File: src/rtl/sram_boot_loader.sv
// rtl/sram_boot_loader.sv - copies a program ROM image into external SRAM after reset,
// holding the CPU in reset, then hands the SRAM controls to the CPU unchanged.
module sram_boot_loader #(
  parameter int          NUM_WORDS = 256,
  parameter int          ROM_AW    = 8,
  parameter logic [19:0] BASE_ADDR = 20'h00000,
  parameter int          WE_CYCLES = 2
) (
  input  logic              Clk,
  input  logic              Reset,
  input  logic              Start,
  output logic [ROM_AW-1:0] Rom_Addr,
  input  logic [15:0]       Rom_Data,
  input  logic              CPU_CE,
  input  logic              CPU_UB,
  input  logic              CPU_LB,
  input  logic              CPU_OE,
  input  logic              CPU_WE,
  input  logic [19:0]       CPU_ADDR,
  input  logic [15:0]       CPU_Data_to_SRAM,
  output logic              CE,
  output logic              UB,
  output logic              LB,
  output logic              OE,
  output logic              WE,
  output logic [19:0]       ADDR,
  output logic [15:0]       Data_to_SRAM,
  output logic              Drive_En,
  output logic              Cpu_Hold,
  output logic              Busy,
  output logic              Done
);

  localparam int               IDX_W    = ROM_AW + 1;
  localparam logic [IDX_W-1:0] LAST_IDX = IDX_W'(NUM_WORDS - 1);
  localparam logic [3:0]       WE_LAST  = 4'(WE_CYCLES - 1);

  typedef enum logic [2:0] {
    ST_FETCH,
    ST_SETUP,
    ST_WRITE,
    ST_HOLD,
    ST_DONE
  } state_t;

  state_t           state;
  state_t           state_next;
  logic [IDX_W-1:0] idx;
  logic [3:0]       we_cnt;
  logic [15:0]      data_reg;
  logic [19:0]      copy_addr;
  logic [ROM_AW-1:0] rom_next;

  assign copy_addr = BASE_ADDR + 20'(idx);
  assign rom_next  = idx[ROM_AW-1:0] + {{(ROM_AW-1){1'b0}}, 1'b1};

  always_ff @(posedge Clk or posedge Reset) begin
    if (Reset) begin
      state <= ST_FETCH;
    end else begin
      state <= state_next;
    end
  end

  always_ff @(posedge Clk or posedge Reset) begin
    if (Reset) begin
      idx      <= '0;
      we_cnt   <= '0;
      data_reg <= '0;
    end else begin
      case (state)
        ST_FETCH: data_reg <= Rom_Data;
        ST_SETUP: we_cnt <= '0;
        ST_WRITE: if (we_cnt != WE_LAST) we_cnt <= we_cnt + 4'd1;
        ST_HOLD:  if (idx != LAST_IDX) idx <= idx + IDX_W'(1);
        ST_DONE:  if (Start) idx <= '0;
        default: ;
      endcase
    end
  end

  always_comb begin
    state_next = state;
    case (state)
      ST_FETCH: state_next = ST_SETUP;
      ST_SETUP: state_next = ST_WRITE;
      ST_WRITE: if (we_cnt == WE_LAST) state_next = ST_HOLD;
      ST_HOLD:  state_next = (idx == LAST_IDX) ? ST_DONE : ST_FETCH;
      ST_DONE:  if (Start) state_next = ST_FETCH;
      default:  state_next = ST_FETCH;
    endcase
  end

  // The ROM has one cycle of latency, so HOLD already presents the next word's
  // address and DONE presents word 0, leaving the data valid during FETCH.
  always_comb begin
    CE           = 1'b1;
    UB           = 1'b1;
    LB           = 1'b1;
    OE           = 1'b1;
    WE           = 1'b1;
    ADDR         = '0;
    Data_to_SRAM = '0;
    Drive_En     = 1'b0;
    Busy         = 1'b1;
    Done         = 1'b0;
    Cpu_Hold     = 1'b1;
    Rom_Addr     = idx[ROM_AW-1:0];
    case (state)
      ST_SETUP, ST_WRITE, ST_HOLD: begin
        CE           = 1'b0;
        UB           = 1'b0;
        LB           = 1'b0;
        WE           = (state == ST_WRITE) ? 1'b0 : 1'b1;
        ADDR         = copy_addr;
        Data_to_SRAM = data_reg;
        Drive_En     = 1'b1;
        if (state == ST_HOLD) Rom_Addr = rom_next;
      end
      ST_DONE: begin
        CE           = CPU_CE;
        UB           = CPU_UB;
        LB           = CPU_LB;
        OE           = CPU_OE;
        WE           = CPU_WE;
        ADDR         = CPU_ADDR;
        Data_to_SRAM = CPU_Data_to_SRAM;
        Drive_En     = ~CPU_WE;
        Busy         = 1'b0;
        Done         = 1'b1;
        Cpu_Hold     = 1'b0;
        Rom_Addr     = '0;
      end
      default: ;
    endcase
  end

endmodule

File: config.mk
export PLATFORM = sky130hd
export DESIGN_NAME = sram_boot_loader
export DESIGN_NICKNAME = d
export VERILOG_FILES = /design/src/rtl/sram_boot_loader.sv
export SDC_FILE = /design/constraint.sdc
export NUM_CORES = 1
export LEC_CHECK = 0
export ABC_AREA = 1
export ABC_CLOCK_PERIOD_IN_PS = 2900
export BUFFER_PORTS_ARGS = -buffer_cell sky130_fd_sc_hd__clkbuf_2
export CORE_MARGIN = 4
export CORE_UTILIZATION = 40
export DETAILED_ROUTE_END_ITERATION = 8
export PLACE_DENSITY_LB_ADDON = 0.08
export SETUP_SLACK_MARGIN = 0.15
export SLEW_MARGIN = 20
export SYNTH_ARGS = -nofsm -noshare
export SYNTH_HDL_FRONTEND = slang
export SYNTH_SLANG_ARGS = --single-unit
export TNS_END_PERCENT = 30
File: constraint.sdc
create_clock -name Clk -period 2.9 [get_ports Clk]
set_clock_uncertainty 0.1 [all_clocks]
set_input_delay 0.29 -clock Clk [delete_from_list [all_inputs] [get_ports Clk]]
set_output_delay 0.29 -clock Clk [all_outputs]
set_load 0.05 [all_outputs]
==> reports/qor.csv <==
stage,metric,value,unit
outcome,status,"finished, final reports clean",
floorplan,dieArea,6740,µm²
timing,finalHoldViolCount,0,
clocking,clock_latency,0.28,ns
cells_and_area,antennaDiodeCount,0,
floorplan,initial_core_util,0.422,
synth,synth-seq-cells,32,
synth,synth_seq_area_share,0.365,
worst_setup_path,timing.critical_path.buf_inv,3,
worst_setup_path,cp-end-kind,output port,
detailed_routing,wire_per_inst,11.5,µm
detailed_routing,antenna_left,0,
clocking,cts_buffers,5,
detailed_routing,vias,2477,
grt,grt_pass1_vias,2297,
detailed_routing,drc,0,
floorplan,die_x,82.1,µm
place,portBuffers,112,
cells_and_area,fillers,540,
cells_and_area,final_nets,519,
floorplan,die_y,82.1,µm
clocking,cts_tree,yes,
pwr,pwr_density_cell,1240,nW/µm²
worst_setup_path,critPathRequiredTime,2.51,ns
pwr,peakVddDrop,596,µV
worst_setup_path,path_class,register to output port,
worst_setup_path,crit_chain,"nor2_4, nand2_2, inv_1, buf_4, nand2_1, o21ai_0, clkbuf_2",
worst_setup_path,path_max_fanout,21,
pwr,p_leak,1.79,nW
grt,grt_usage,0.189,
synth,ys_warn_count,0,
timing,finalCritPeriodShare,0.893,
clocking,clk_pin_slew,0.07,ns
timing,period_minus_slack,2.59,ns
timing,slew_viol_final,0,
timing,tightest_slew,0.636,ns
clocking,cts-htree-levels,2,
synth,syn_area_per_cell,6.38,µm²
synth,yosys.cell_types.count,22,
worst_setup_path,ff2ff_setup_slack,0.74,ns
floorplan,rows,26,
synth,synth_fp_nets,408,
grt,antenna_found_initial,0,
timing,finalSetupTns,0,ns
cells_and_area,drive_gt1_frac,0.298,
place,gp_congestion,0.886,
clocking,clockBufferDepth,2,
detailed_routing,drtPass1Iterations,4,
cells_and_area,largest_reg_flops,16,
clocking,ctsResizeCount,0,
worst_hold_path,hp-class,input port to register,
place,hpwl,4660,µm
detailed_routing,drt_iter0_markers,126,
worst_setup_path,slowest_delay,0.47,ns
timing,setup_violations,0,
synth,syn-instance-count,344,
synth,synth_area,2200,µm²
detailed_routing,wl,6040,µm
grt,grt_overflow,0,
timing,fmax,386,MHz
clocking,clock-sinks,32,
grt,grt_pass1_wl,10000,µm
job,cap_violations,0,
cells_and_area,syn_to_final_growth,33.5,%
clocking,clock-root-buffer,clkbuf_8,
floorplan,core,5200,µm²
worst_setup_path,crit_path_top_delay_cell,dfrtp_1,
detailed_routing,vias_per_cell,4.71,
floorplan,io_pins,113,
worst_setup_path,cpLargestDelayFamily,buffers and inverters,
timing,grt_setup_unrepaired,no,
worst_setup_path,crit_arrival,2.20,ns
grt,grt_max_degree,33,
worst_setup_path,startpoint_type,register,
timing,holdWs,0.131,ns
timing,max_slew_margin,0.575,
cells in the mapped netlist:
| library cell | number | share of area |
|---|---|---|
| nand2_1 | 143 | 0.24 |
| nand3_1 | 44 | 0.10 |
| inv_1 | 40 | 0.068 |
| dfrtp_1 | 32 | 0.36 |
| nor2_1 | 26 | 0.044 |
| o21ai_0 | 19 | 0.043 |
| a21oi_1 | 5 | 0.011 |
| buf_2 | 5 | 0.011 |
| ha_1 | 4 | 0.023 |
| nand4_1 | 4 | 0.011 |
| buf_4 | 3 | 0.010 |
| clkbuf_1 | 3 | 0.0051 |
| nand2_2 | 3 | 0.0085 |
| nor2_2 | 3 | 0.0085 |
| buf_6 | 2 | 0.010 |
| nor2_4 | 2 | 0.010 |
| clkbuf_2 | 1 | 0.0023 |
| nand3_2 | 1 | 0.0046 |
| nand3_4 | 1 | 0.0080 |
| or2_0 | 1 | 0.0029 |
| or2_2 | 1 | 0.0029 |
| xnor2_1 | 1 | 0.0040 |
per-layer routing:
metal  global-route usage  part of all wire  up-vias  routed length, µm
li1                     -                 -     1287                  -
met1                0.239              0.44     1118               2660
met2                0.321              0.49       64               2960
met3               0.0423             0.056        8                341
met4               0.0598             0.012        0                 71
met5                    0                 0        -                  0
stage by stage:
stage / worst slack [ns] / total power (W) / std cells / cell area [µm²] / util
floorplan: 0.523 / 0.00265 / 344 / 2200 / -
CTS: 0.285 / 0.00368 / 526 / 2930 / 0.563
global placement: 0.671 / 0.00317 / 517 / 2800 / 0.537
global route: 0.166 / 0.00394 / 526 / 2930 / 0.563
finish: 0.309 / 0.00364 / 526 / 2930 / 0.563
detailed placement: 0.606 / 0.00319 / 517 / 2800 / 0.537
repair_timing:
item                      CTS  global route
setup buffers               0             0
hold endpoints to repair   32             0
hold buffers                1             0
worst paths after layout:
path	start	to	depth (start not counted)
worst min register to register	data_reg[12]	data_reg[12]	2
min in group asynchronous	Reset	we_cnt[1]	4
max in group asynchronous	Reset	idx[3]	4
worst max-delay path	state[0]	Data_to_SRAM[3]	7
worst max register to register	idx[1]	idx[1]	10
worst min-delay path	Rom_Data[6]	data_reg[6]	3
cells in the final DEF, fill, tap and decap left out, drive strengths merged:
master	netlist	final
inv	40	40
nand4	4	4
nand3	46	46
clkbuf	4	119
nor2	31	31
xnor2	1	1
bufinv	0	1
o21ai	19	19
nand2	146	146
ha	4	4
dfrtp	32	32
dlygate4sd3	0	1
or2	2	2
buf	10	5
a21oi	5	5
where the power goes:
| group | switching, W | leakage [nW] | internal, W | total (W) |
|---|---|---|---|---|
| clock network | 0.000167 | 0.0645 | 0.000303 | 0.000470 |
| registers | 0.000158 | 0.402 | 0.000635 | 0.000793 |
| logic | 0.00184 | 1.32 | 0.000536 | 0.00237 |
tightest hold or removal path: cells and delay by family:
family / cells / cell delay [ns]
and+or+nand+nor: 2 / 0.11
buffers and inverters: 1 / 0.08
logic make-up (layout without fill, tap and decap cells):
kind of cell / Yosys count / after routing / share of synthesized area
adders and majority gates: 4 / 4 / 0.0228
xor gates and xnor gates: 1 / 1 / 0.00399
AOI/OAI and AO/OA: 24 / 24 / 0.0547
buffers and inverters: 54 / 166 / 0.108
DFF: 32 / 32 / 0.365
and+or+nand+nor: 229 / 229 / 0.446
cell type report:
| type | count | area, µm² | area share |
|---|---|---|---|
| inverters | 40 | 150 | 0.0512 |
| repair buffers | 118 | 608 | 0.207 |
| multi-input cells | 258 | 1160 | 0.395 |
| flip-flops and latches | 32 | 801 | 0.273 |
| clock buffers | 7 | 96.3 | 0.0329 |
| well taps | 70 | 87.6 | 0.0299 |
| clock inverters | 1 | 30.0 | 0.0102 |
No activity file was read; power rests on OpenSTA's default activity.
